<file path="src/rtl/mem_access_stage.sv">
// mem_access_stage: memory-access stage of the 16-bit RISC core.
// Sits between execute and write-back. Each instruction is either a pure
// ALU op (forwarded to the MEM/WB registers with one cycle of latency) or a
// single data-memory load/store over a req/ack handshake.
//
// Handshake with data memory: dmem_req rises on the edge that accepts a
// memory op and stays high, with dmem_addr/dmem_we/dmem_wdata held stable,
// until dmem_ack is sampled high on a rising edge; that edge completes the
// transaction (dmem_rdata is valid alongside dmem_ack) and drops dmem_req.
// While a transaction is outstanding mem_stall is high and upstream holds
// its outputs; the held instruction is accepted in the first IDLE cycle.
//
// Optional build macro MEM_TIMEOUT_EN: aborts an access after
// TIMEOUT_CYCLES cycles without ack, emits a write-back bubble with
// wb_reg_write forced low and sets the sticky mem_error flag.
// Without the macro the stage waits for ack forever and mem_error is 0.
module mem_access_stage #(
   parameter int DATA_W         = 16,
   parameter int RD_W           = 3,
   parameter int TIMEOUT_CYCLES = 15
) (
   input  logic              clk,
   input  logic              rst_n,
   input  logic              ex_valid,
   input  logic [DATA_W-1:0] ex_alu_result,
   input  logic [DATA_W-1:0] ex_store_data,
   input  logic              ex_mem_read,
   input  logic              ex_mem_write,
   input  logic              ex_mem_to_reg,
   input  logic              ex_reg_write,
   input  logic [RD_W-1:0]   ex_rd,
   output logic              mem_stall,
   output logic              dmem_req,
   output logic              dmem_we,
   output logic [DATA_W-1:0] dmem_addr,
   output logic [DATA_W-1:0] dmem_wdata,
   input  logic [DATA_W-1:0] dmem_rdata,
   input  logic              dmem_ack,
   output logic              wb_valid,
   output logic [DATA_W-1:0] wb_read_data_mem,
   output logic [DATA_W-1:0] wb_alu_result,
   output logic              wb_mem_to_reg,
   output logic              wb_reg_write,
   output logic [RD_W-1:0]   wb_rd,
   output logic              mem_error,
   output logic              dbg_state_o
);

   typedef enum logic {
      ST_IDLE   = 1'b0,
      ST_ACCESS = 1'b1
   } state_e;

   state_e state_q, state_d;

   // Memory-side registers
   logic              dmem_req_q, dmem_req_d;
   logic              dmem_we_q, dmem_we_d;
   logic [DATA_W-1:0] dmem_addr_q, dmem_addr_d;
   logic [DATA_W-1:0] dmem_wdata_q, dmem_wdata_d;

   // Control bits captured at acceptance of a memory op
   logic              cap_m2r_q, cap_m2r_d;
   logic              cap_rw_q, cap_rw_d;
   logic [RD_W-1:0]   cap_rd_q, cap_rd_d;
   logic              cap_load_q, cap_load_d;

   // MEM/WB registers
   logic              wb_valid_q, wb_valid_d;
   logic [DATA_W-1:0] wb_rdata_q, wb_rdata_d;
   logic [DATA_W-1:0] wb_alu_q, wb_alu_d;
   logic              wb_m2r_q, wb_m2r_d;
   logic              wb_rw_q, wb_rw_d;
   logic [RD_W-1:0]   wb_rd_q, wb_rd_d;

   logic is_mem_op;
   assign is_mem_op = ex_mem_read | ex_mem_write;

`ifdef MEM_TIMEOUT_EN
   localparam int CNT_W = (TIMEOUT_CYCLES > 1) ? $clog2(TIMEOUT_CYCLES) : 1;

   logic [CNT_W-1:0] cnt_q, cnt_d;
   logic             mem_error_q, mem_error_d;
   logic             timeout;

   // Abort fires on the last allowed ACCESS cycle only when no ack is present
   assign timeout = (state_q == ST_ACCESS) && !dmem_ack &&
                    (cnt_q == CNT_W'(TIMEOUT_CYCLES - 1));
`endif

   // FSM state register
   always_ff @(posedge clk or negedge rst_n) begin
      if (!rst_n) begin
         state_q <= ST_IDLE;
      end else begin
         state_q <= state_d;
      end
   end

   // FSM next-state logic
   always_comb begin
      state_d = state_q;
      case (state_q)
         ST_IDLE: begin
            if (ex_valid && is_mem_op) begin
               state_d = ST_ACCESS;
            end
         end
         ST_ACCESS: begin
            if (dmem_ack) begin
               state_d = ST_IDLE;
            end
`ifdef MEM_TIMEOUT_EN
            else if (timeout) begin
               state_d = ST_IDLE;
            end
`endif
         end
         default: state_d = ST_IDLE;
      endcase
   end

   // FSM output logic: next values of the memory and MEM/WB registers
   always_comb begin
      dmem_req_d   = dmem_req_q;
      dmem_we_d    = dmem_we_q;
      dmem_addr_d  = dmem_addr_q;
      dmem_wdata_d = dmem_wdata_q;
      cap_m2r_d    = cap_m2r_q;
      cap_rw_d     = cap_rw_q;
      cap_rd_d     = cap_rd_q;
      cap_load_d   = cap_load_q;
      wb_valid_d   = 1'b0;
      wb_rdata_d   = wb_rdata_q;
      wb_alu_d     = wb_alu_q;
      wb_m2r_d     = wb_m2r_q;
      wb_rw_d      = wb_rw_q;
      wb_rd_d      = wb_rd_q;
`ifdef MEM_TIMEOUT_EN
      cnt_d        = cnt_q;
      mem_error_d  = mem_error_q;
`endif
      case (state_q)
         ST_IDLE: begin
`ifdef MEM_TIMEOUT_EN
            cnt_d = '0;
`endif
            if (ex_valid) begin
               if (is_mem_op) begin
                  // Launch the access; a read+write op behaves as a store
                  dmem_req_d   = 1'b1;
                  dmem_we_d    = ex_mem_write;
                  dmem_addr_d  = ex_alu_result;
                  dmem_wdata_d = ex_store_data;
                  cap_m2r_d    = ex_mem_to_reg;
                  cap_rw_d     = ex_reg_write;
                  cap_rd_d     = ex_rd;
                  cap_load_d   = ex_mem_read & ~ex_mem_write;
               end else begin
                  wb_valid_d = 1'b1;
                  wb_alu_d   = ex_alu_result;
                  wb_m2r_d   = ex_mem_to_reg;
                  wb_rw_d    = ex_reg_write;
                  wb_rd_d    = ex_rd;
               end
            end
         end
         ST_ACCESS: begin
            if (dmem_ack) begin
               // The access address is the instruction's ALU result
               dmem_req_d = 1'b0;
               wb_valid_d = 1'b1;
               wb_alu_d   = dmem_addr_q;
               wb_m2r_d   = cap_m2r_q;
               wb_rw_d    = cap_rw_q;
               wb_rd_d    = cap_rd_q;
               if (cap_load_q) begin
                  wb_rdata_d = dmem_rdata;
               end
            end
`ifdef MEM_TIMEOUT_EN
            else if (timeout) begin
               // Retire the instruction without a register write
               dmem_req_d  = 1'b0;
               wb_valid_d  = 1'b1;
               wb_alu_d    = dmem_addr_q;
               wb_m2r_d    = cap_m2r_q;
               wb_rw_d     = 1'b0;
               wb_rd_d     = cap_rd_q;
               mem_error_d = 1'b1;
            end else begin
               cnt_d = cnt_q + CNT_W'(1);
            end
`endif
         end
         default: begin
            dmem_req_d = 1'b0;
         end
      endcase
   end

   // Memory-side, captured-control and MEM/WB registers
   always_ff @(posedge clk or negedge rst_n) begin
      if (!rst_n) begin
         dmem_req_q   <= 1'b0;
         dmem_we_q    <= 1'b0;
         dmem_addr_q  <= '0;
         dmem_wdata_q <= '0;
         cap_m2r_q    <= 1'b0;
         cap_rw_q     <= 1'b0;
         cap_rd_q     <= '0;
         cap_load_q   <= 1'b0;
         wb_valid_q   <= 1'b0;
         wb_rdata_q   <= '0;
         wb_alu_q     <= '0;
         wb_m2r_q     <= 1'b0;
         wb_rw_q      <= 1'b0;
         wb_rd_q      <= '0;
      end else begin
         dmem_req_q   <= dmem_req_d;
         dmem_we_q    <= dmem_we_d;
         dmem_addr_q  <= dmem_addr_d;
         dmem_wdata_q <= dmem_wdata_d;
         cap_m2r_q    <= cap_m2r_d;
         cap_rw_q     <= cap_rw_d;
         cap_rd_q     <= cap_rd_d;
         cap_load_q   <= cap_load_d;
         wb_valid_q   <= wb_valid_d;
         wb_rdata_q   <= wb_rdata_d;
         wb_alu_q     <= wb_alu_d;
         wb_m2r_q     <= wb_m2r_d;
         wb_rw_q      <= wb_rw_d;
         wb_rd_q      <= wb_rd_d;
      end
   end

`ifdef MEM_TIMEOUT_EN
   // Access-cycle counter and sticky error flag
   always_ff @(posedge clk or negedge rst_n) begin
      if (!rst_n) begin
         cnt_q       <= '0;
         mem_error_q <= 1'b0;
      end else begin
         cnt_q       <= cnt_d;
         mem_error_q <= mem_error_d;
      end
   end

   assign mem_error = mem_error_q;
`else
   assign mem_error = 1'b0;
`endif

   assign mem_stall        = (state_q == ST_ACCESS);
   assign dbg_state_o      = state_q;
   assign dmem_req         = dmem_req_q;
   assign dmem_we          = dmem_we_q;
   assign dmem_addr        = dmem_addr_q;
   assign dmem_wdata       = dmem_wdata_q;
   assign wb_valid         = wb_valid_q;
   assign wb_read_data_mem = wb_rdata_q;
   assign wb_alu_result    = wb_alu_q;
   assign wb_mem_to_reg    = wb_m2r_q;
   assign wb_reg_write     = wb_rw_q;
   assign wb_rd            = wb_rd_q;

endmodule

</file>
<file path="config.mk">
export PLATFORM = sky130hd
export DESIGN_NAME = mem_access_stage
export DESIGN_NICKNAME = d
export VERILOG_FILES = /design/src/rtl/mem_access_stage.sv
export SDC_FILE = /design/constraint.sdc
export NUM_CORES = 1
export LEC_CHECK = 0
export CORE_UTILIZATION = 40
export DETAILED_ROUTE_END_ITERATION = 8
export PLACE_DENSITY = 0.83
export SETUP_SLACK_MARGIN = 0.4
export SYNTH_ARGS = -nofsm -noshare
export SYNTH_HDL_FRONTEND = slang
export SYNTH_SLANG_ARGS = --single-unit
</file>
<file path="constraint.sdc">
create_clock -name clk -period 2.4 [get_ports clk]
set_clock_uncertainty 0.15 [all_clocks]
set_input_delay 0.48 -clock clk [delete_from_list [all_inputs] [get_ports clk]]
set_output_delay 0.48 -clock clk [all_outputs]
set_load 0.005 [all_outputs]
</file>
==> metrics.cfg <==
[outcome]
status = finished, final reports clean

[hold_path]
hold_class = reg2reg

[sta]
holdWs_ps = 329
setup_tns_ps = 0
worstMarginPinSlew_ps = 536
slew_violations = 0
max_freq_mhz = 533
finalCritPeriodShare_pct = 78.2
rsz0062_at_grt = no
setup_viol = 0
finalHoldViolCount = 0
slew_headroom_pct = 64.3
period_minus_slack_ps = 1880

[cells_and_area]
multiInputGateArea_um2 = 1160
design_area_um2 = 4910
num_antenna_cells = 0
n_fill_cell = 609
layout.nets = 399
final-seq-area_um2 = 1980
layout-drive-gt1-share_pct = 33.1
area_growth_pct = 51.8

[worst_setup_path]
r2r_slack_ps = 580
cpPeakStageDelay_ps = 510
path_class = reg2out
cp_data_required_time_ps = 1770
crit_fanout = 3
crit_cells = 1
r2r_cells = 5
path_cells = clkdlybuf4s50_1
r2r-end = cap_rw_q$_DFFE_PN0P_
crit_path_start_kind = register
critPathCaptureType = output port
timing.rr.start = dbg_state_o$_DFF_PN0_
path_buf_inv = 1
critPathTopFamily = buffers and inverters
setup.worst_path.start = dbg_state_o$_DFF_PN0_
critPathSlowestCell = clkdlybuf4s50_1
worstPathArrival_ps = 1250
endpoint = mem_stall

[clock_network]
tritoncts = done
clkSinkCount = 79
clk_pin_slew_ps = 70
cts_buffers = 9
cts_max_level = 3
clockBufferDepth = 2
root_buffer = clkbuf_8
clk_latency_ps = 350

[detailed_routing]
drc = 0
wirelength_mm = 6.98
ant_nets = 0
via_per_inst = 4.76
routedWlPerCell_um = 15.6
via_count = 2122
drtIter0Drc = 69
drt_pre_antenna_iters = 4

[floorplan]
placementRows = 32
die_x_um = 91.9
fp.dieH_um = 91.9
core-area_um2 = 7770
die_area_um2 = 8450
ios = 134
start_util_pct = 41.6

[global_routing]
use_met3_pct = 5.97
grt.met2_usage_pct = 28.9
grt_use_total_pct = 17.5
grt-ovfl-total = 0
grt_util_met1_pct = 20.8
grt_pass1_vias = 2293
grt_max_degree = 42
grt.busiest_layer = met2
antenna_found_initial = 0
grt_first_pass_wirelength_mm = 11.3

[place]
placed_cell_area_um2 = 4680
gp_congestion = 0.643
io_buffers = 132
place_hpwl_mm = 5.01

[logic_synthesis]
syn_area_per_cell_um2 = 16.1
ys_types = 17
synthDominantCellAreaShare_pct = 61.1
syn-cell-area_um2 = 3230
synthCells = 201
synth_area_leaders = dfrtp_1, mux2_2, mux2_1
syn-num-nets = 260
ys_seq_elements = 79
yosysSeqAreaShare_pct = 61.1
synth_top_cell_by_area = dfrtp_1
ys_warn_count = 0

[pwr]
pwr-share-seq_pct = 42.3
leakage_nw = 2.04
vdd_ir_drop_max_mv = 0.492
power.density_nw_per_um2 = 972
p_sw_share_pct = 24.6
internal_power_w = 0.00360
p_sw_w = 0.00117
p_clk_share_pct = 22.4
p_comb_share_pct = 35.4

[run]
max_cap_viol_count = 0

[cells by family (layout without fill, tap and decap cells)]
group           after synthesis  in the layout  synth area share, %
buf+inv                      14            157                 2.86
mux                          95             95                 33.1
compound gates                6              6                 1.39
simple gates                  6              6                 1.39
other cells                   1              1                0.116
flops                        79             79                 61.1
[metal layers]
metal	vias to the layer above	share of wire, %
li1	980	-
met1	1050	42
met2	78	49
met3	14	7.9
met4	0	1.7
met5	-	0
[metrics by stage]
step           instances  util [%]  setup slack [ps]  total power, W
6_report             446      63.2               523         0.00477
5_1_grt              446      63.2               469         0.00503
4_1_cts              446      63.2               498         0.00484
3_5_place_dp         429      60.2               224         0.00375
3_3_place_gp         429      60.2               261         0.00368
2_1_floorplan        201         -               670         0.00263
[cells in the mapped netlist]
cell / count
conb_1: 1
nor2b_4: 1
nand2_1: 2
a21o_1: 2
nand3_2: 1
nor2_1: 1
buf_2: 5
a21oi_1: 2
inv_1: 2
buf_6: 2
a21boi_2: 1
and2b_4: 1
buf_4: 5
a22o_1: 1
mux2_2: 87
dfrtp_1: 79
mux2_1: 8
[worst min path at each step]
stage	start	to	cells past startpoint
floorplan	rst_n	cap_load_q$_DFFE_PN0P_	0
global placement	dmem_req$_DFFE_PN0P_	dmem_req$_DFFE_PN0P_	1
detailed placement	dmem_req$_DFFE_PN0P_	dmem_req$_DFFE_PN0P_	1
CTS	cap_rd_q[1]$_DFFE_PN0P_	cap_rd_q[1]$_DFFE_PN0P_	1
global route	dmem_req$_DFFE_PN0P_	dmem_req$_DFFE_PN0P_	1
finish	dmem_req$_DFFE_PN0P_	dmem_req$_DFFE_PN0P_	1
[power by group through the flow]
stage	registers [W]	clock network, W	logic [W]
CTS	0.00202	0.00110	0.00172
floorplan	0.00205	0	0.000576
global route	0.00208	0.00115	0.00181
detailed placement	0.00205	0	0.00170
global placement	0.00203	0	0.00166
finish	0.00202	0.00107	0.00169
[layout by cell type, fill, tap and decap left out]
cell and count:
bufinv_16 2, mux2_1 8, a21o_1 2, and2b_4 1, clkbuf_8 10, a21boi_2 1
nor2_1 1, a21oi_1 2, a22o_1 1, nand2_1 2, buf_4 5, clkinv_2 2
inv_1 2, clkdlybuf4s50_1 131, nand3_2 1, dlygate4sd3_1 1, dfrtp_2 1, buf_12 3
nor2b_4 1, clkbuf_1 1, mux2_2 87, conb_1 1, dfrtp_1 78
[area by class of cell]
type / count / area share, %
Sequential cell: 79 / 40.3
Timing Repair Buffer: 140 / 28.9
Multi-Input combinational cell: 108 / 23.7
Clock buffer: 11 / 2.88
Tap cell: 102 / 2.60
Clock inverter: 4 / 1.43
Inverter: 2 / 0.153
[repair_timing]
item	in CTS	in global routing
buffers inserted	1	0
hold endpoints to repair	40	0
hold buffers	1	0
gates resized for setup	1	0
setup endpoints to repair	5	0
Power figures use the tool's default switching activity.
